===== src/rtl/i_cache_stream_prefetch_control_if.sv =====
// Fetch, datapath and memory-side signals of the I-cache stream prefetch controller.
// master: the surrounding fetch stage / datapath / memory arbiter.
// slave: the controller.
interface i_cache_stream_prefetch_control_if #(
   parameter int ADDR_WIDTH = 32
);
   logic                  mem_read;
   logic [ADDR_WIDTH-1:0] mem_address;
   logic                  mem_resp;
   logic                  demand_hit;
   logic                  hit_prefetched;
   logic                  load_lru;
   logic [ADDR_WIDTH-1:0] probe_addr;
   logic                  probe_hit;
   logic [ADDR_WIDTH-1:0] fill_addr;
   logic                  read_from_mem;
   logic                  resp_from_mem;
   logic                  load_cache;
   logic                  fill_is_prefetch;

   modport master (
      output mem_read, mem_address, demand_hit, hit_prefetched, probe_hit, resp_from_mem,
      input  mem_resp, load_lru, probe_addr, fill_addr, read_from_mem, load_cache, fill_is_prefetch
   );

   modport slave (
      input  mem_read, mem_address, demand_hit, hit_prefetched, probe_hit, resp_from_mem,
      output mem_resp, load_lru, probe_addr, fill_addr, read_from_mem, load_cache, fill_is_prefetch
   );
endinterface


===== src/rtl/i_cache_stream_prefetch_control.sv =====
// I-cache controller with a depth-PF_DEPTH next-line stream prefetcher.
//
// state       | meaning
// ------------+-----------------------------------------------------------
// IDLE        | no memory traffic; serves hits, starts demand fills/streams
// DEMAND_FILL | demand miss line being read from memory
// PF_PROBE    | probing the next candidate line of the stream in the tags
// PF_FILL     | prefetch line being read from memory (never aborted)
module i_cache_stream_prefetch_control #(
   parameter int ADDR_WIDTH       = 32,
   parameter int LINE_OFFSET_BITS = 5,
   parameter int PF_DEPTH         = 2,
   parameter int CNT_WIDTH        = 32
) (
   input  logic                 clk,
   input  logic                 rst,
   input  logic                 pf_enable,
   i_cache_stream_prefetch_control_if.slave bus,
   output logic [CNT_WIDTH-1:0] hit_cnt,
   output logic [CNT_WIDTH-1:0] miss_cnt,
   output logic [CNT_WIDTH-1:0] pf_issue_cnt,
   output logic [CNT_WIDTH-1:0] pf_useful_cnt,
   output logic [CNT_WIDTH-1:0] miss_wait_cnt
);

   localparam int LINE_W = ADDR_WIDTH - LINE_OFFSET_BITS;
   localparam int REM_W  = 4;
   localparam int OFF_W  = 5;

   localparam logic [REM_W-1:0] PF_DEPTH_C = REM_W'(PF_DEPTH);
   localparam logic             PF_BUILT  = (PF_DEPTH > 0);

   typedef enum logic [1:0] {
      IDLE,
      DEMAND_FILL,
      PF_PROBE,
      PF_FILL
   } state_t;

   state_t              state;
   logic [LINE_W-1:0]   pf_base;
   logic [REM_W-1:0]    pf_remaining;
   logic [LINE_W-1:0]   fill_line;
   logic                rebase_pending;
   logic [LINE_W-1:0]   rebase_base;
   logic                rd_q;
   logic                pf_fill_q;

   logic [LINE_W-1:0]   demand_line;
   logic                fill_resp;
   logic                hit_req;
   logic                miss_req;
   logic                serve;
   logic                other_line;
   logic [OFF_W-1:0]    cand_offset;
   logic [LINE_W:0]     cand_sum;
   logic                cand_carry;
   logic [LINE_W-1:0]   cand_line;
   logic                start_demand;
   logic                start_pf;
   logic                probe_act;

   assign demand_line = bus.mem_address[ADDR_WIDTH-1:LINE_OFFSET_BITS];
   assign fill_resp   = rd_q & bus.resp_from_mem;
   assign hit_req     = bus.mem_read & bus.demand_hit;
   assign miss_req    = bus.mem_read & ~bus.demand_hit;
   assign other_line  = (demand_line != pf_base);

   // Hits are answered combinationally, except while a returning line is being written.
   assign serve       = rst & hit_req & ~fill_resp;

   // Candidate line = pf_base + (PF_DEPTH - pf_remaining + 1); the extra MSB flags wrap-around.
   always_comb begin
      cand_offset = OFF_W'(PF_DEPTH_C) - OFF_W'(pf_remaining) + OFF_W'(1);
      cand_sum    = {1'b0, pf_base} + (LINE_W+1)'(cand_offset);
      cand_carry  = cand_sum[LINE_W];
      cand_line   = cand_sum[LINE_W-1:0];
   end

   // Decisions shared between the state machine and the performance counters.
   always_comb begin
      start_demand = 1'b0;
      start_pf     = 1'b0;
      probe_act    = 1'b0;
      if (state == IDLE) begin
         start_demand = miss_req;
      end else if (state == PF_PROBE && pf_enable) begin
         start_demand = miss_req;
         probe_act    = ~miss_req & ~(serve & other_line) &
                        (pf_remaining != '0) & ~cand_carry;
         start_pf     = probe_act & ~bus.probe_hit;
      end
   end

   assign bus.mem_resp         = serve;
   assign bus.load_lru         = serve;
   assign bus.load_cache       = fill_resp;
   assign bus.read_from_mem    = rd_q;
   assign bus.fill_is_prefetch = pf_fill_q;
   assign bus.fill_addr        = {fill_line, {LINE_OFFSET_BITS{1'b0}}};
   assign bus.probe_addr       = (state == PF_PROBE) ? {cand_line, {LINE_OFFSET_BITS{1'b0}}}
                                                     : '0;

   // Controller state machine with registered memory-request outputs.
   always_ff @(posedge clk or negedge rst) begin
      if (!rst) begin
         state          <= IDLE;
         pf_base        <= '0;
         pf_remaining   <= '0;
         fill_line      <= '0;
         rebase_pending <= 1'b0;
         rebase_base    <= '0;
         rd_q           <= 1'b0;
         pf_fill_q      <= 1'b0;
      end else begin
         case (state)
            IDLE: begin
               if (start_demand) begin
                  fill_line <= demand_line;
                  rd_q      <= 1'b1;
                  pf_fill_q <= 1'b0;
                  state     <= DEMAND_FILL;
               end else if (serve && pf_enable && PF_BUILT) begin
                  pf_base      <= demand_line;
                  pf_remaining <= PF_DEPTH_C;
                  state        <= PF_PROBE;
               end
            end

            DEMAND_FILL: begin
               if (bus.resp_from_mem) begin
                  rd_q  <= 1'b0;
                  state <= IDLE;
               end
            end

            PF_PROBE: begin
               if (!pf_enable) begin
                  pf_remaining <= '0;
                  state        <= IDLE;
               end else if (start_demand) begin
                  pf_remaining <= '0;
                  fill_line    <= demand_line;
                  rd_q         <= 1'b1;
                  pf_fill_q    <= 1'b0;
                  state        <= DEMAND_FILL;
               end else if (serve && other_line) begin
                  pf_base      <= demand_line;
                  pf_remaining <= PF_DEPTH_C;
               end else if (!probe_act) begin
                  // Stream exhausted or the next line would wrap past the top of memory.
                  pf_remaining <= '0;
                  state        <= IDLE;
               end else if (bus.probe_hit) begin
                  pf_remaining <= pf_remaining - REM_W'(1);
                  if (pf_remaining == REM_W'(1)) begin
                     state <= IDLE;
                  end
               end else begin
                  fill_line <= cand_line;
                  rd_q      <= 1'b1;
                  pf_fill_q <= 1'b1;
                  state     <= PF_FILL;
               end
            end

            PF_FILL: begin
               if (serve && other_line) begin
                  rebase_pending <= 1'b1;
                  rebase_base    <= demand_line;
               end
               if (bus.resp_from_mem) begin
                  rd_q      <= 1'b0;
                  pf_fill_q <= 1'b0;
                  if (miss_req) begin
                     // Back to IDLE so the miss is re-evaluated against the line just written.
                     pf_remaining   <= '0;
                     rebase_pending <= 1'b0;
                     state          <= IDLE;
                  end else if (rebase_pending) begin
                     pf_base        <= rebase_base;
                     pf_remaining   <= PF_DEPTH_C;
                     rebase_pending <= 1'b0;
                     state          <= PF_PROBE;
                  end else if (pf_remaining > REM_W'(1)) begin
                     pf_remaining <= pf_remaining - REM_W'(1);
                     state        <= PF_PROBE;
                  end else begin
                     pf_remaining <= '0;
                     state        <= IDLE;
                  end
               end
            end

            default: begin
               state <= IDLE;
            end
         endcase
      end
   end

   function automatic logic [CNT_WIDTH-1:0] sat_inc(input logic [CNT_WIDTH-1:0] v,
                                                    input logic                 en);
      return (en && (v != '1)) ? v + CNT_WIDTH'(1) : v;
   endfunction

   // Saturating performance counters.
   always_ff @(posedge clk or negedge rst) begin
      if (!rst) begin
         hit_cnt       <= '0;
         miss_cnt      <= '0;
         pf_issue_cnt  <= '0;
         pf_useful_cnt <= '0;
         miss_wait_cnt <= '0;
      end else begin
         hit_cnt       <= sat_inc(hit_cnt, serve);
         miss_cnt      <= sat_inc(miss_cnt, start_demand);
         pf_issue_cnt  <= sat_inc(pf_issue_cnt, start_pf);
         pf_useful_cnt <= sat_inc(pf_useful_cnt, serve & bus.hit_prefetched);
         miss_wait_cnt <= sat_inc(miss_wait_cnt, (state == PF_FILL) & miss_req);
      end
   end

endmodule


===== src/flat_wrapper.sv =====
// flat-port wrapper written by rule: the top's interface ports become plain ports
module i_cache_stream_prefetch_control_flat 
#(
   parameter int ADDR_WIDTH       = 32,
   parameter int LINE_OFFSET_BITS = 5,
   parameter int PF_DEPTH         = 2,
   parameter int CNT_WIDTH        = 32
)
  (clk, rst, pf_enable, hit_cnt, miss_cnt, pf_issue_cnt, pf_useful_cnt, miss_wait_cnt, bus_mem_read, bus_mem_address, bus_demand_hit, bus_hit_prefetched, bus_probe_hit, bus_resp_from_mem, bus_mem_resp, bus_load_lru, bus_probe_addr, bus_fill_addr, bus_read_from_mem, bus_load_cache, bus_fill_is_prefetch);
  i_cache_stream_prefetch_control_if #(.ADDR_WIDTH(ADDR_WIDTH)) bus_i ();
  input  logic clk;
  input  logic rst;
  input  logic pf_enable;
  output logic [CNT_WIDTH-1:0] hit_cnt;
  output logic [CNT_WIDTH-1:0] miss_cnt;
  output logic [CNT_WIDTH-1:0] pf_issue_cnt;
  output logic [CNT_WIDTH-1:0] pf_useful_cnt;
  output logic [CNT_WIDTH-1:0] miss_wait_cnt;
  input wire logic [$bits(bus_i.mem_read)-1:0] bus_mem_read;
  input wire logic [$bits(bus_i.mem_address)-1:0] bus_mem_address;
  input wire logic [$bits(bus_i.demand_hit)-1:0] bus_demand_hit;
  input wire logic [$bits(bus_i.hit_prefetched)-1:0] bus_hit_prefetched;
  input wire logic [$bits(bus_i.probe_hit)-1:0] bus_probe_hit;
  input wire logic [$bits(bus_i.resp_from_mem)-1:0] bus_resp_from_mem;
  output wire logic [$bits(bus_i.mem_resp)-1:0] bus_mem_resp;
  output wire logic [$bits(bus_i.load_lru)-1:0] bus_load_lru;
  output wire logic [$bits(bus_i.probe_addr)-1:0] bus_probe_addr;
  output wire logic [$bits(bus_i.fill_addr)-1:0] bus_fill_addr;
  output wire logic [$bits(bus_i.read_from_mem)-1:0] bus_read_from_mem;
  output wire logic [$bits(bus_i.load_cache)-1:0] bus_load_cache;
  output wire logic [$bits(bus_i.fill_is_prefetch)-1:0] bus_fill_is_prefetch;
  assign bus_i.mem_read = bus_mem_read;
  assign bus_i.mem_address = bus_mem_address;
  assign bus_i.demand_hit = bus_demand_hit;
  assign bus_i.hit_prefetched = bus_hit_prefetched;
  assign bus_i.probe_hit = bus_probe_hit;
  assign bus_i.resp_from_mem = bus_resp_from_mem;
  assign bus_mem_resp = bus_i.mem_resp;
  assign bus_load_lru = bus_i.load_lru;
  assign bus_probe_addr = bus_i.probe_addr;
  assign bus_fill_addr = bus_i.fill_addr;
  assign bus_read_from_mem = bus_i.read_from_mem;
  assign bus_load_cache = bus_i.load_cache;
  assign bus_fill_is_prefetch = bus_i.fill_is_prefetch;
  i_cache_stream_prefetch_control #(.ADDR_WIDTH(ADDR_WIDTH), .LINE_OFFSET_BITS(LINE_OFFSET_BITS), .PF_DEPTH(PF_DEPTH), .CNT_WIDTH(CNT_WIDTH)) u_core (.clk(clk), .rst(rst), .pf_enable(pf_enable), .bus(bus_i), .hit_cnt(hit_cnt), .miss_cnt(miss_cnt), .pf_issue_cnt(pf_issue_cnt), .pf_useful_cnt(pf_useful_cnt), .miss_wait_cnt(miss_wait_cnt));
endmodule

===== config.mk =====
export PLATFORM = sky130hd
export DESIGN_NAME = i_cache_stream_prefetch_control_flat
export DESIGN_NICKNAME = d
export VERILOG_FILES = /design/src/rtl/i_cache_stream_prefetch_control_if.sv /design/src/rtl/i_cache_stream_prefetch_control.sv /design/src/flat_wrapper.sv
export SDC_FILE = /design/constraint.sdc
export NUM_CORES = 1
export LEC_CHECK = 0
export ABC_CLOCK_PERIOD_IN_PS = 3000
export BUFFER_PORTS_ARGS = -buffer_cell sky130_fd_sc_hd__buf_2
export CAP_MARGIN = 20
export CORE_UTILIZATION = 50
export DETAILED_ROUTE_END_ITERATION = 10
export GPL_TIMING_DRIVEN = 1
export PLACE_DENSITY = 0.77
export SLEW_MARGIN = 20
export SYNTH_ARGS = -nofsm -noshare
export SYNTH_HDL_FRONTEND = slang
export SYNTH_SLANG_ARGS = --single-unit

===== constraint.sdc =====
create_clock -name clk -period 3 [get_ports clk]
set_clock_uncertainty 0.1 [all_clocks]
set_input_delay 0 -clock clk [delete_from_list [all_inputs] [get_ports clk]]
set_output_delay 0 -clock clk [all_outputs]
set_load 0.005 [all_outputs]

==> impl_results.md <==
* Run status: finished, final reports clean
* Post-DR wirelength/cell at ~17 microns
* Setup repair after global routing missed its margin: true
* Most area-consuming cells after synthesis: sky130_fd_sc_hd__dfrtp_1, sky130_fd_sc_hd__xnor2_1, sky130_fd_sc_hd__xor2_1
* Via count of the first global-routing pass at 10280
* First-pass GRT wire length at between 50 and 60 mm
* Longest individual stage delay on the worst path at approximately 0.39 ns
* Post-synth design cell area at around 13000 sq um
* Layout cells sized above 1 at 0.2694
* Total power per unit cell area at approximately 740 nW/um^2
* Antenna viol nets, final at 0
* Maximum vdd drop at 0.5319 mV
* Total number of clock tree sinks at 250
* Average size of a mapped cell at approximately 10 sq um
* Data arrival, critical path at around 2.8 ns
* P&R area growth vs syn at 24.14%
* Instance area after placement at roughly 14000 sq um
* HPWL reported at the end of detailed placement at 22.71 mm
* Max Buffers Root-to-Sink at 3
* Type of the worst setup path: reg2out
* Fraction of the yosys area taken by sequential cells at 0.4889
* Ordered list of cells on the worst path: inv_2 > ha_4 > ha_4 > o21ai_2 > o21a_2 > or2_4 > nor3b_1 > xnor2_1 > nor2_1 > buf_2
* Timing-limited maximum frequency at between 0.3 and 0.4 GHz
* Pre-Repair DR Iteration Count at 5
* EDFF count, synth at 0
* Vias per cell at about 5.5
* Startpoint types: flip-flop
* Effective utilization at floorplan at 0.5096
* CTS tree: built
* Count of max-cap constraint violations at 0
* Type of destination of the critical path: output pin
* DR iter-0 viols at 810
* Share of total power in sequential cells at 0.398
* Post-synthesis async set-or-reset flop share at 1.000
* Portion of synthesized cell area occupied by the leading cell type at 0.4889
* DRC at 0
* Clock group share of total power at 0.307
* Total global routing overflow at 0
* Count of unique library cells instantiated by Yosys at between 60 and 70
* Total negative slack at 0 ns
* Synthesis warning total at 0
* Io pins at between 200 and 300
* Insertion delay to the later sink of the worst-skew pair at between 0.5 and 0.6 ns
* Layout net count at between 1500 and 2000
* Cell accounting for the most synthesized area: sky130_fd_sc_hd__dfrtp_1
* Count of mapped cells out of synthesis at ~1200
* Endpoint required time on the critical path at around 2.9 ns
* H-tree depth at 1
* Maximum net fanout on the critical path at 5
* Final worst setup slack at about 0.1 ns
* Clock edge transition at the registers on the reported setup and hold paths at 0.06 ns
* Area of the core at 25110 sq um
* Combinational power share at 0.296
* Detailed-route wire length at 32.98 mm
* Share of the clock period used by the worst path after layout at 0.9662
* Path category of the worst min-delay check: in2async
* Leak Pwr at 7.900 nW
* Yosys reg bits at 250
* Row cnt at 58
* Transition at the pin with the smallest max-transition slack at around 0.86 ns
* Relative slew margins at 0.4280
* Power dissipated by switching net loads at a little under 0.004 W
* Pre-CTS setup slack at 0.05773 ns
* WHS at between 0.08 and 0.09 ns
* Max Slew Vio Count at 0
* Total global routing track utilization at 0.2488
* Die area at around 26000 sq um
* Final hold violation count at 0
* Ys flop type: sky130_fd_sc_hd__dfrtp_1
* Die outline width at approximately 160 microns
* Routed vias at around 10000
* Placer congestion estimate at between 0.8 and 0.9
* Layout Cell Area excl Fill at about 16000 sq um
* Critical path's slowest cell: sky130_fd_sc_hd__dfrtp_1
* Number of antenna violations at the first check in global routing at 0
* Count of endpoints failing setup in the final report at 0
* Largest net degree at the start of global routing at 83
* Total internal power at ~0.008 W
* Sw frac at 0.3362
* Cell type with the highest occurrence count on the critical path: sky130_fd_sc_hd__ha_4
* Root buf cell: sky130_fd_sc_hd__clkbuf_16
* Count of buffers from port buffering at ~250
* Clock buffers created by TritonCTS at 28
* Floorplan die height at about 160 microns
* Final Critical Period at 2.898 ns
## per-stage QoR
step                      std cells  total power [W]  utilization
after global routing           1889          0.01237       0.6325
after floorplan                1243         0.006632            -
after global placement         1798         0.007791       0.5745
after CTS                      1886          0.01168       0.6292
after detailed placement       1798         0.007907       0.5745
final                          1890          0.01175       0.6326
## cells in the mapped netlist (all sizes together), types with 4 or more instances
cell,instances
a21o,6
a21oi,45
a31oi,7
and2,17
and3,29
and4,22
buf,30
clkbuf,20
dfrtp,250
ha,14
inv,22
mux2,59
mux2i,28
nand2,106
nand3,76
nand4,56
nor2,106
nor2b,5
nor3,35
nor3b,5
nor4,24
nor4b,5
o21a,4
o21ai,30
or3,4
xnor2,100
xor2,98
## timing repair
item,4_1_cts,5_1_grt
buffers inserted,1,3
endpoints found under the hold margin,154,0
hold buffers,35,0
pin swaps,2,12
gates resized for setup,7,13
endpoints found under the setup margin,23,40
## critical path: cells and delay by family (launching register included)
| family | cells | cell delay, ns |
|---|---|---|
| AND/OR/NAND/NOR | 3 | 0.64 |
| adder cells (fa/ha/maj) | 2 | 0.49 |
| flip-flops | 1 | 0.39 |
| AO/OA/AOI/OAI | 2 | 0.31 |
| buffers and inverters | 2 | 0.24 |
| XOR/XNOR | 1 | 0.19 |
## logic make-up (layout without fill, tap and decap cells)
| kind of cell | after synthesis | in the layout | share of synthesized area |
|---|---|---|---|
| compound gates | 107 | 107 | 0.04919 |
| xor+xnor | 198 | 198 | 0.1355 |
| simple gates | 503 | 503 | 0.2093 |
| fa+ha+maj | 15 | 15 | 0.01526 |
| flops | 250 | 250 | 0.4889 |
| mux | 87 | 87 | 0.07383 |
| other cells | 1 | 11 | 0.0002931 |
| buf+inv | 73 | 389 | 0.02767 |
## cell usage in the layout, fill, tap and decap left out, types with 4 or more instances in the layout
cell type	n
sky130_fd_sc_hd__buf_2	252
sky130_fd_sc_hd__dfrtp_1	250
sky130_fd_sc_hd__nand2_1	102
sky130_fd_sc_hd__nor2_1	102
sky130_fd_sc_hd__xnor2_1	99
sky130_fd_sc_hd__xor2_1	97
sky130_fd_sc_hd__nand3_1	76
sky130_fd_sc_hd__mux2_2	57
sky130_fd_sc_hd__nand4_1	54
sky130_fd_sc_hd__a21oi_1	45
sky130_fd_sc_hd__dlygate4sd3_1	35
sky130_fd_sc_hd__nor3_1	33
sky130_fd_sc_hd__and3_1	29
sky130_fd_sc_hd__clkbuf_16	29
sky130_fd_sc_hd__o21ai_0	28
sky130_fd_sc_hd__mux2i_1	28
sky130_fd_sc_hd__buf_4	25
sky130_fd_sc_hd__and4_1	22
sky130_fd_sc_hd__nor4_1	20
sky130_fd_sc_hd__inv_1	19
sky130_fd_sc_hd__and2_1	16
sky130_fd_sc_hd__ha_1	11
sky130_fd_sc_hd__conb_1	10
sky130_fd_sc_hd__a31oi_1	7
sky130_fd_sc_hd__clkbuf_8	7
sky130_fd_sc_hd__a21o_1	6
sky130_fd_sc_hd__clkbuf_1	6
sky130_fd_sc_hd__nor2b_1	5
sky130_fd_sc_hd__nor2_2	4
sky130_fd_sc_hd__nor3b_1	4
sky130_fd_sc_hd__nor4b_1	4
## registers in the layout, summed over array words and instances, names as in the netlist
signal                       count
u_core.hit_cnt                  32
u_core.bus.fill_is_prefetch      1
u_core.pf_remaining              4
u_core.miss_wait_cnt            32
u_core.rebase_base              27
u_core.fill_line                27
u_core.rebase_pending            1
u_core.miss_cnt                 32
u_core.pf_base                  27
u_core.pf_useful_cnt            32
u_core.pf_issue_cnt             32
u_core.bus.read_from_mem         1
u_core.state                     2
## layout make-up
| class | count | area, sq um |
|---|---|---|
| Tap cell | 330 | 412.9 |
| Clock inverter | 10 | 136.4 |
| Timing Repair Buffer | 314 | 1826 |
| Inverter | 23 | 86.33 |
| Clock buffer | 42 | 844.6 |
| Antenna cell | 1 | 2.502 |
| Sequential cell | 250 | 6256 |
| Fill cell | 2026 | 9225 |
| Multi-Input combinational cell | 920 | 6320 |
## per-layer routing
metal / up-vias / GRT usage / routed length (microns) / part of all wire
met5: - / 0 / 0 / 0
met4: 0 / 0.07204 / 729 / 0.022
met3: 58 / 0.04060 / 2039 / 0.062
met2: 347 / 0.4112 / 15750 / 0.48
met1: 5137 / 0.3369 / 14460 / 0.44
li1: 4918 / - / - / -
## power groups by stage
| stage | clock network (W) | registers, W | logic, W |
|---|---|---|---|
| 2_1_floorplan | 0 | 0.00458 | 0.00205 |
| 3_3_place_gp | 0 | 0.00466 | 0.00313 |
| 3_5_place_dp | 0 | 0.00470 | 0.00321 |
| 4_1_cts | 0.00368 | 0.00466 | 0.00335 |
| 5_1_grt | 0.00381 | 0.00476 | 0.00381 |
| 6_report | 0.00361 | 0.00467 | 0.00348 |
## path summary, 6_finish.rpt
kind / startpoint / to / slack (ns) / cells after the start
min in group clk: bus_mem_address[17] / u_core.rebase_base[12] / 0.19 / 3
setup reg to reg: u_core.pf_remaining[2] / u_core.fill_line[10] / 0.14 / 10
hold / removal: rst / u_core.pf_issue_cnt[1] / 0.08 / 3
hold reg to reg: u_core.pf_issue_cnt[31] / u_core.pf_issue_cnt[31] / 0.39 / 1
max in group asynchronous: rst / u_core.miss_cnt[7] / 1.40 / 4
setup / recovery: u_core.pf_remaining[2] / bus_probe_addr[28] / 0.10 / 10
(Power assumes the default switching activity.)
